## src/rtl/sha256_msg_packer_if.sv

```systemverilog
// sha256_msg_packer_if
// Groups the UART byte stream, the SHA-256 core handshake and the status
// pulses of the message packer into one bundle.
//   slave  : packer side (receives bytes/core flag, drives block and status)
//   master : environment side (UART receiver + SHA-256 core)
// Signals:
//   rx_dv_in     1-cycle strobe, rx_byte_in valid
//   rx_byte_in   byte from UART receiver
//   core_dv_in   core_dv_flag from SHA256_core (high while hash bytes are sent)
//   MP_dv_out    block valid to core
//   message_out  block word to core
//   busy_out     packer or core occupied
//   len_err_out  1-cycle pulse, length byte too large
//   overrun_out  1-cycle pulse, rx byte dropped
interface sha256_msg_packer_if;
    logic        rx_dv_in;
    logic [7:0]  rx_byte_in;
    logic        core_dv_in;
    logic        MP_dv_out;
    logic [31:0] message_out;
    logic        busy_out;
    logic        len_err_out;
    logic        overrun_out;

    modport slave (
        input  rx_dv_in, rx_byte_in, core_dv_in,
        output MP_dv_out, message_out, busy_out, len_err_out, overrun_out
    );

    modport master (
        output rx_dv_in, rx_byte_in, core_dv_in,
        input  MP_dv_out, message_out, busy_out, len_err_out, overrun_out
    );
endinterface

```

## src/rtl/sha256_msg_packer.sv

```systemverilog
// sha256_msg_packer
// Collects a length-prefixed byte frame, pads it into a single 512-bit
// SHA-256 block (0x80, zero fill, 64-bit big-endian bit length) and streams
// it to the SHA-256 core as 16 x 32-bit words, aligned to the core's
// dv synchroniser and LOAD phase.
// Ports:
//   clk  system clock
//   rst  asynchronous reset, active-high
//   bus  sha256_msg_packer_if.slave (byte stream in, block + status out)
//
// state   | meaning
// IDLE    | waiting for length byte L
// DISCARD | L too large, swallowing L payload bytes
// RECV    | storing payload bytes into the block buffer
// PAD     | writing 0x80, zero fill and bit length (one cycle)
// ARM     | waiting for the core to finish the previous hash
// SYNC    | dv high, zero data while the core syncs dv and enters LOAD
// SEND    | dv high, words 0..15 back-to-back
module sha256_msg_packer #(
    parameter int DATA_WIDTH = 32,
    parameter int START_LAT  = 3,
    parameter int MAX_LEN    = 55
) (
    input logic                  clk,
    input logic                  rst,
    sha256_msg_packer_if.slave   bus
);

    typedef enum logic [2:0] {
        S_IDLE, S_DISCARD, S_RECV, S_PAD, S_ARM, S_SYNC, S_SEND
    } state_t;

    state_t                  r_state;
    logic [7:0]              r_buf [0:63];
    logic [7:0]              r_len;
    logic [5:0]              r_cnt;
    logic [3:0]              r_wcnt;
    logic [3:0]              r_tmr;
    logic                    r_dv;
    logic [DATA_WIDTH-1:0]   r_msg;
    logic                    r_len_err;
    logic                    r_overrun;
    logic                    r_core_busy;
    logic                    r_core_dv_d;

    logic [3:0]              w_sel;
    logic [31:0]             w_word;
    logic                    w_drop;

    // Word to be presented next: word 0 when leaving SYNC, else the one after
    // the word currently on message_out.
    always_comb begin
        w_sel  = (r_state == S_SYNC) ? 4'd0 : r_wcnt + 4'd1;
        w_word = {r_buf[{w_sel, 2'd0}], r_buf[{w_sel, 2'd1}],
                  r_buf[{w_sel, 2'd2}], r_buf[{w_sel, 2'd3}]};
    end

    // Bytes arriving while a block is being finished or sent have nowhere to go.
    assign w_drop = bus.rx_dv_in &&
                    (r_state == S_PAD || r_state == S_ARM ||
                     r_state == S_SYNC || r_state == S_SEND);

    always_ff @(posedge clk or posedge rst) begin
        if (rst) begin
            r_state     <= S_IDLE;
            r_len       <= 8'd0;
            r_cnt       <= 6'd0;
            r_wcnt      <= 4'd0;
            r_tmr       <= 4'd0;
            r_dv        <= 1'b0;
            r_msg       <= '0;
            r_len_err   <= 1'b0;
            r_overrun   <= 1'b0;
            r_core_busy <= 1'b0;
            r_core_dv_d <= 1'b0;
            for (int n = 0; n < 64; n++) begin
                r_buf[n] <= 8'h00;
            end
        end else begin
            r_len_err   <= 1'b0;
            r_overrun   <= w_drop;
            r_core_dv_d <= bus.core_dv_in;
            // Core finished shifting out the hash. No bypass into ARM: the
            // cleared flag is seen there one cycle later.
            if (r_core_dv_d && !bus.core_dv_in) begin
                r_core_busy <= 1'b0;
            end

            case (r_state)
                S_IDLE: begin
                    if (bus.rx_dv_in) begin
                        r_len <= bus.rx_byte_in;
                        r_cnt <= 6'd0;
                        if (bus.rx_byte_in > 8'(MAX_LEN)) begin
                            r_len_err <= 1'b1;
                            r_state   <= S_DISCARD;
                        end else if (bus.rx_byte_in == 8'd0) begin
                            r_state <= S_PAD;
                        end else begin
                            r_state <= S_RECV;
                        end
                    end
                end

                // r_len doubles as the remaining-bytes down-counter here;
                // it is never needed for padding on this path.
                S_DISCARD: begin
                    if (bus.rx_dv_in) begin
                        r_len <= r_len - 8'd1;
                        if (r_len == 8'd1) begin
                            r_state <= S_IDLE;
                        end
                    end
                end

                // The full-frame check takes its own cycle, so a byte strobed
                // in that cycle belongs to the next frame and is dropped.
                S_RECV: begin
                    if (r_cnt == r_len[5:0]) begin
                        r_state   <= S_PAD;
                        r_overrun <= bus.rx_dv_in;
                    end else if (bus.rx_dv_in) begin
                        r_buf[r_cnt] <= bus.rx_byte_in;
                        r_cnt        <= r_cnt + 6'd1;
                    end
                end

                S_PAD: begin
                    for (int n = 0; n < 56; n++) begin
                        if (n == int'(r_len)) begin
                            r_buf[n] <= 8'h80;
                        end else if (n > int'(r_len)) begin
                            r_buf[n] <= 8'h00;
                        end
                    end
                    // 64-bit bit length = {53'b0, L, 3'b0}
                    for (int n = 56; n < 62; n++) begin
                        r_buf[n] <= 8'h00;
                    end
                    r_buf[62] <= {5'b0, r_len[7:5]};
                    r_buf[63] <= {r_len[4:0], 3'b0};
                    r_state   <= S_ARM;
                end

                S_ARM: begin
                    if (!r_core_busy) begin
                        r_dv    <= 1'b1;
                        r_msg   <= '0;
                        r_tmr   <= 4'(START_LAT - 1);
                        r_state <= S_SYNC;
                    end
                end

                S_SYNC: begin
                    if (r_tmr == 4'd0) begin
                        r_msg   <= w_word;
                        r_wcnt  <= 4'd0;
                        r_state <= S_SEND;
                    end else begin
                        r_tmr <= r_tmr - 4'd1;
                    end
                end

                // r_wcnt is the index of the word currently on message_out.
                S_SEND: begin
                    if (r_wcnt == 4'd15) begin
                        r_dv        <= 1'b0;
                        r_msg       <= '0;
                        r_core_busy <= 1'b1;
                        r_state     <= S_IDLE;
                    end else begin
                        r_msg  <= w_word;
                        r_wcnt <= r_wcnt + 4'd1;
                    end
                end

                default: r_state <= S_IDLE;
            endcase
        end
    end

    assign bus.MP_dv_out   = r_dv;
    assign bus.message_out = r_msg;
    assign bus.len_err_out = r_len_err;
    assign bus.overrun_out = r_overrun;
    // Decoded straight from registers so it tracks the state without a lag.
    assign bus.busy_out    = (r_state != S_IDLE && r_state != S_RECV) || r_core_busy;

endmodule

```

## src/flat_wrapper.sv

```systemverilog
// flat-port wrapper written by rule: the top's interface ports become plain ports
module sha256_msg_packer_flat 
#(
    parameter int DATA_WIDTH = 32,
    parameter int START_LAT  = 3,
    parameter int MAX_LEN    = 55
)
  (clk, rst, bus_rx_dv_in, bus_rx_byte_in, bus_core_dv_in, bus_MP_dv_out, bus_message_out, bus_busy_out, bus_len_err_out, bus_overrun_out);
  sha256_msg_packer_if bus_i ();
  input logic clk;
  input logic rst;
  input wire logic [$bits(bus_i.rx_dv_in)-1:0] bus_rx_dv_in;
  input wire logic [$bits(bus_i.rx_byte_in)-1:0] bus_rx_byte_in;
  input wire logic [$bits(bus_i.core_dv_in)-1:0] bus_core_dv_in;
  output wire logic [$bits(bus_i.MP_dv_out)-1:0] bus_MP_dv_out;
  output wire logic [$bits(bus_i.message_out)-1:0] bus_message_out;
  output wire logic [$bits(bus_i.busy_out)-1:0] bus_busy_out;
  output wire logic [$bits(bus_i.len_err_out)-1:0] bus_len_err_out;
  output wire logic [$bits(bus_i.overrun_out)-1:0] bus_overrun_out;
  assign bus_i.rx_dv_in = bus_rx_dv_in;
  assign bus_i.rx_byte_in = bus_rx_byte_in;
  assign bus_i.core_dv_in = bus_core_dv_in;
  assign bus_MP_dv_out = bus_i.MP_dv_out;
  assign bus_message_out = bus_i.message_out;
  assign bus_busy_out = bus_i.busy_out;
  assign bus_len_err_out = bus_i.len_err_out;
  assign bus_overrun_out = bus_i.overrun_out;
  sha256_msg_packer #(.DATA_WIDTH(DATA_WIDTH), .START_LAT(START_LAT), .MAX_LEN(MAX_LEN)) u_core (.clk(clk), .rst(rst), .bus(bus_i));
endmodule
```

## config.mk

```make
export PLATFORM = sky130hd
export DESIGN_NAME = sha256_msg_packer_flat
export DESIGN_NICKNAME = d
export VERILOG_FILES = /design/src/rtl/sha256_msg_packer_if.sv /design/src/rtl/sha256_msg_packer.sv /design/src/flat_wrapper.sv
export SDC_FILE = /design/constraint.sdc
export NUM_CORES = 2
export LEC_CHECK = 0
export BUFFER_PORTS_ARGS = -buffer_cell sky130_fd_sc_hd__buf_4
export CAP_MARGIN = 25
export CORE_MARGIN = 5
export CORE_UTILIZATION = 53
export CTS_CLUSTER_DIAMETER = 80
export DETAILED_ROUTE_END_ITERATION = 8
export PLACE_DENSITY = 0.73
export SLEW_MARGIN = 15
export SYNTH_ARGS = -nofsm -noshare
export SYNTH_HDL_FRONTEND = slang
export SYNTH_SLANG_ARGS = --single-unit
```

## constraint.sdc

```tcl
create_clock -name clk -period 56.6 [get_ports clk]
set_input_delay 11.32 -clock clk [delete_from_list [all_inputs] [get_ports clk]]
set_output_delay 11.32 -clock clk [all_outputs]
set_load 0.01 [all_outputs]
```

== Word level (Yosys, flattened, before mapping) ==
Cells that the tools add are included.
Operators by class
  add/subtract/negate cells: 4
  $mul: 0
  div/mod/pow operators: 0
  order comparisons: 62
  equal/unequal tests: 132
  shift operators: 0
  multiplexer cells: 168
  bitwise logic cells: 5
  reduce and logical (&&, ||, !) cells: 85
Operators by type and width (count)
  2-to-1 mux 512 bit: 2
  case mux 512 bit (2 select lines): 1
  2-to-1 mux 8 bit: 122
  bitwise mux 512 bit: 1
  AND reduction 4 bit: 57
  binary-select mux 8 bit (select 6 bit): 4
  equality test 7 x 8 -> 1 bit (first input constant): 24
  greater-than comparator 6 x 8 -> 1 bit (first input constant): 24
  != test 3 bit (second input constant): 55
  equality test 6 x 8 -> 1 bit (first input constant): 16
  greater-than comparator 5 x 8 -> 1 bit (first input constant): 16
  2-to-1 mux 32 bit: 3
  case mux 32 bit (3 select lines): 1
  equality test 5 x 8 -> 1 bit (first input constant): 8
  greater-than comparator 4 x 8 -> 1 bit (first input constant): 8
  demux 8 bit (select 6 bit): 1
  >= comparator 7 bit (second input constant): 5
  inverter 6 -> 7 bit: 5
  equality test 4 x 8 -> 1 bit (first input constant): 4
  greater-than comparator 3 x 8 -> 1 bit (first input constant): 4
  2-to-1 mux 3 bit: 8
  case mux 3 bit (7 select lines): 1
  2-to-1 mux 4 bit: 5
  != test 2 bit (second input constant): 10
  other kinds (34): 71
Storage, ports and cells
  bits in registers: 574
  latch bits: 0
  bits in writable memories: 0
  ROM bits: 0
  input bits: 12
  output and inout bits: 36
  word-level logic and storage cells: 531
  memories: 0

== Depth between registers and ports, before layout ==
  depth in word-level cells: 9
  depth in mapped cells: 11
  gate-level depth less buffers: 8

== Least setup slack after synthesis ==
No wires, ideal clock.
  path kind: input -> register
  start: input port bus_rx_dv_in
  end: register u_core.r_buf[111] (netlist name)
  setup time: 125 ps
  arrival: 12830 ps
  required time: 56475 ps
  path slack: 43646 ps
  stages: 6
  buffers on the path: 1
  cells stage by stage: clkbuf_1 > inv_1 > a21o_1 > nor4_2 > a31oi_1 > mux2_2
On the way
  longest elaborated chain between the ends: 2
RTL lines
  from (decl): line flat_wrapper.sv:12  | input wire logic [$bits(bus_i.rx_dv_in)-1:0] bus_rx_dv_in;
  != test 2 bit (no line)
  AND reduction 4 bit (no line)
  to (signal, indexed assignment): line sha256_msg_packer.sv:123  | r_buf[r_cnt] <= bus.rx_byte_in;
  to (decl): line sha256_msg_packer.sv:34  | logic [7:0] r_buf [0:63];
Every way passes these cells.
A chain may end at the register's enable or synchronous reset.

== Worst setup path in the final report ==
  start: input port bus_rx_dv_in
  end: register u_core.r_buf[235] (netlist name)
Same word-level chain as after synthesis.

==> flow_results.org <==
** Outcome
- Run status :: complete, no violations

** Worst setup path
- In this run the critical register-to-register path is launched from u_core.r_state[2]$_DFFE_PP0P_.
- Element type at the critical path end :: register
- STA puts the critical path data required time at 57120 ps.
- For the worst setup path, the data arrival time is 13880 ps.
- The critical path is of the input port to register type.
- For this design, the slowest cell found on the critical path is sky130_fd_sc_hd__buf_4.
- Traced cell by cell, the critical path runs through buf_4 > o21a_1 > o21a_4 > buf_4 > nand3_1 > o31ai_1.
- Reg2Reg Capture Point :: u_core.r_buf[319]$_DFFE_PP0P_
- Measured in cells, the most critical reg-to-reg path has a length of 6.
- Worst-path fanout max :: 33
- For this run, the slowest stage of the critical path takes 610 ps.
- CP dominant cell by count :: sky130_fd_sc_hd__buf_4
- Across all register-to-register paths, the minimum setup slack is 52640 ps.
- CP Launch Type :: input port

** Yosys
- Of the synthesized area, sequential elements account for 0.489.
- Most numerous cell in the Yosys netlist :: sky130_fd_sc_hd__dfrtp_1
- Averaged over all synthesized cells, the footprint is 10.1 sq um.
- XOR/XNOR share of the synthesized area :: 0.00358
- Commonest register cell after synthesis :: sky130_fd_sc_hd__dfrtp_1
- Number of instances in the synthesized netlist :: 2910
- Of the total synthesized cell area, the portion taken by AND, OR, NAND and NOR gates is 0.127.
- Unique cell type count in the Yosys netlist :: 85
- When the netlist entered floorplanning its net count stood at 2934.
- EDFF count, synth :: 0
- For this run, the number of Yosys warnings is 0.
- After synthesis, the share of cell area in mux cells is 0.105.
- Post-synth top area share :: 0.489
- Combinational family with the most area after synthesis :: compound AO/OA/AOI/OAI gates
- Top post-synthesis cells by area :: sky130_fd_sc_hd__dfrtp_1 49%, sky130_fd_sc_hd__mux2_2 5.6%, sky130_fd_sc_hd__nand2_1 4.2%
- Sorting the synthesized cells by how often they occur yields 574 x sky130_fd_sc_hd__dfrtp_1, 328 x sky130_fd_sc_hd__nand2_1, 209 x sky130_fd_sc_hd__nor2_1, 203 x sky130_fd_sc_hd__o21ai_0, 175 x sky130_fd_sc_hd__clkbuf_1.
- Largest area contributor in the synthesized netlist :: sky130_fd_sc_hd__dfrtp_1
- FFs w/ async S/R, synth :: 1.00
- After synthesis the cells add up to 29400 sq um.
- The area fraction in compound gates after synthesis is 0.234.
- Post-synthesis adder-cell area fraction :: 0.00511
- Counting flops and latches in the post-synthesis netlist gives 574.

** Power
- Of the total power, registers draw 0.383.
- IR analysis of the VDD net gives a maximum drop of 0.0000282 V.
- Summed over all nets, the switching power comes to 0.465 mW.
- Internal cell power :: 0.775 mW
- Leakage power summed over all cells :: 14.0 nW
- Of the total power, the share spent switching nets is 0.375.
- Of the total power, the clock network draws 0.315.
- Of the total power, combinational logic draws 0.302.
- Power density over cell area :: 38.4 nW/um^2

** Clock network
- The clock net in this run drives a total of 574 sinks.
- Number of buffers created by CTS :: 60
- TritonCTS built the clock tree.
- Post-cts hold buffer count :: 0
- Number of buffers on the longest clock path :: 3
- CTS H-Tree Depth :: 2
- Clock latency on the worst-skew pair :: 630 ps
- In this run the post-CTS setup repair buffer count came out at 0.
- In this run the clock root is driven by a sky130_fd_sc_hd__clkbuf_16.
- Number of gates given a new drive strength after cts :: 0
- After clock tree synthesis, the clock-pin slew on the worst setup and hold paths is 60 ps.

** STA
- Clock Skew :: 14.7 ps
- The number of endpoints with negative hold slack in the final report came to 0.
- Summed negative setup slack over all endpoints :: 0 ps
- Post-route setup slack :: 43230 ps
- Worst-margin pin slew :: 1130 ps
- Final worst-path cycle share :: 0.236
- The worst pin sits at a relative slew slack of 0.244.
- Setup violations remaining at the end of the flow were counted as 0.
- Subtracting the final worst setup slack from the clock period gives 13370 ps.
- Setup repair after global routing left no endpoint under its margin.
- Static timing analysis puts the maximum clock frequency at 74.8 MHz.
- Max-slew violation total from the final report :: 0

** Route
- Top layer used by detailed routing :: met5
- Average detailed-routed wire length per instance :: 29.4 microns
- Total length of routed met3 wires :: 13.1 mm
- Met2 Routed Length :: 46.3 mm
- Antenna Nets Post-Route :: 0
- For this run, the detailed router's first-pass iteration total came to 6.
- 1st-iter DRT viols :: 4305
- For this block, wires on met1 add up to 41.9 mm.
- Dividing the detail-routed via count by the number of cells gives 7.07.
- Routed vias :: 25800
- Count of unresolved DRC violations after routing :: 0
- The routed design has 107 mm of wire.

** Floorplanning
- Floorplan Core Area :: 55000 sq um
- Initial Utilization :: 0.534
- Die Height :: 245 microns
- The die covers 60300 sq um.
- Std cell rows :: 86
- Top Ports :: 48
- Chip width :: 245 microns

** Run
- Number of violations of the max-capacitance limit :: 0

** Global route
- Gr ovfl total :: 0
- Initial antenna violation count :: 3
- Entering global routing, the biggest net connects 189 pins.
- The number of global-route vias before repair is 25200.
- The first global-routing pass estimated 161 mm of wire.
- For this run, the total global-route usage over all layers was measured as 0.349.

** Cells and area
- Area growth from synthesis to layout :: 9.91%
- Layout cell share with drive strength beyond 1 :: 0.160
- Core utilization of the finished layout :: 0.587
- The number of antenna diodes in the final layout is 0.
- For this run, the post-layout net count is 2875.

** Placement
- At the placement stage, the worst setup path has a slack of 42450 ps.
- Final GP Congestion :: 1.04
- Detail Placement HPWL :: 68.4 mm
- In this run the tool buffered the top-level ports with 47 buffer cells.

** Hold path
- Hold wc startpoint :: u_core.r_buf[131]$_DFFE_PP0P_
- Worst hold-check path type :: register to register
- Hold endpoint :: u_core.r_buf[131]$_DFFE_PP0P_
- Depth of the worst hold-timing path :: 2
[routing by layer]
layer,vias up,track usage
met1,12800,0.486
met3,387,0.0903
met5,-,0
met2,1859,0.519
met4,4,0.158
li1,10700,-
[metrics by stage]
stage          std cells  hold WS, ps  total power [mW]  cell area, sq um
4_1_cts             3640          480              1.22             32200
2_1_floorplan       2910          443             0.710             29400
6_report            3644          480              1.24             32300
3_3_place_gp        3530          455             0.830             30300
3_5_place_dp        3533          465             0.837             30300
5_1_grt             3644          494              1.28             32300
[cells by family (layout without fill, tap and decap cells)]
kind of cell / Yosys count / in the layout
AND/OR/NAND/NOR: 794 / 794
adder cells (fa/ha/maj): 12 / 12
multiplexers: 277 / 277
AO/OA/AOI/OAI: 979 / 979
flip-flops: 574 / 574
buffers and inverters: 262 / 248
XOR/XNOR: 12 / 12
[how the worst max path moves through the flow]
stage | start | to | depth (start not counted)
floorplan | rst | u_core.bus.MP_dv_out$_DFFE_PP0P_ | 1
global placement | rst | u_core.r_wcnt[0]$_DFFE_PP0P_ | 4
detailed placement | rst | u_core.r_wcnt[0]$_DFFE_PP0P_ | 4
CTS | rst | u_core.r_wcnt[0]$_DFFE_PP0P_ | 4
global route | rst | u_core.r_buf[476]$_DFFE_PP0P_ | 4
finish | bus_rx_dv_in | u_core.r_buf[235]$_DFFE_PP0P_ | 6
[placed cells by master (no fill, tap or decap), types with 10 or more instances in the layout]
cell type and instances:
sky130_fd_sc_hd__nor2b_1 17, sky130_fd_sc_hd__o31ai_1 29, sky130_fd_sc_hd__inv_1 16, sky130_fd_sc_hd__a31oi_1 20, sky130_fd_sc_hd__a221o_1 16, sky130_fd_sc_hd__o21ai_0 203, sky130_fd_sc_hd__a22o_1 118, sky130_fd_sc_hd__o21ai_2 10
sky130_fd_sc_hd__buf_4 113, sky130_fd_sc_hd__a211oi_1 22, sky130_fd_sc_hd__nand2_2 25, sky130_fd_sc_hd__clkinv_2 10, sky130_fd_sc_hd__o22ai_1 85, sky130_fd_sc_hd__nand3_1 45, sky130_fd_sc_hd__a22oi_1 30, sky130_fd_sc_hd__ha_1 11
sky130_fd_sc_hd__clkbuf_1 17, sky130_fd_sc_hd__mux2i_1 118, sky130_fd_sc_hd__mux2_2 145, sky130_fd_sc_hd__nand3_2 11, sky130_fd_sc_hd__nor2_1 207, sky130_fd_sc_hd__o2bb2ai_1 100, sky130_fd_sc_hd__o221ai_1 31, sky130_fd_sc_hd__a311oi_1 14
sky130_fd_sc_hd__a21oi_1 137, sky130_fd_sc_hd__clkbuf_16 61, sky130_fd_sc_hd__and2_1 14, sky130_fd_sc_hd__o211ai_1 23, sky130_fd_sc_hd__or4_1 10, sky130_fd_sc_hd__o22a_1 19, sky130_fd_sc_hd__nand2b_1 14, sky130_fd_sc_hd__o21ai_1 32
sky130_fd_sc_hd__nor3_1 49, sky130_fd_sc_hd__dfrtp_1 573, sky130_fd_sc_hd__a2bb2oi_1 14, sky130_fd_sc_hd__nand2_1 320, sky130_fd_sc_hd__or3_1 11
[layout make-up]
cell class | count | area (sq um)
well taps | 748 | 936
clock inverters | 20 | 195
fillers | 4563 | 22700
flip-flops and latches | 574 | 14400
clock buffers | 87 | 1710
repair buffers | 120 | 938
inverters | 21 | 86.3
multi-input cells | 2074 | 14100
[state kept, by name (all words and copies together), names as in the netlist, 3 cells and up]
signal,count
u_core.bus.message_out,32
u_core.r_buf,512
u_core.r_cnt,6
u_core.r_len,8
u_core.r_state,3
u_core.r_tmr,4
u_core.r_wcnt,4
[worst max-delay path: cells and delay by family]
kind                   cells  cell delay (ps)
buffers and inverters      2              740
AND/OR/NAND/NOR            1              590
AO/OA/AOI/OAI              3             1190
[power by group through the flow]
| stage | Clock [mW] | Sequential (mW) | Combinational (mW) |
|---|---|---|---|
| final | 0.391 | 0.475 | 0.375 |
| after CTS | 0.392 | 0.473 | 0.359 |
| after global placement | 0 | 0.478 | 0.352 |
| after global routing | 0.411 | 0.477 | 0.392 |
| after detailed placement | 0 | 0.480 | 0.357 |
| after floorplan | 0 | 0.464 | 0.246 |
Note: power is estimated with default switching activity, not from simulation.
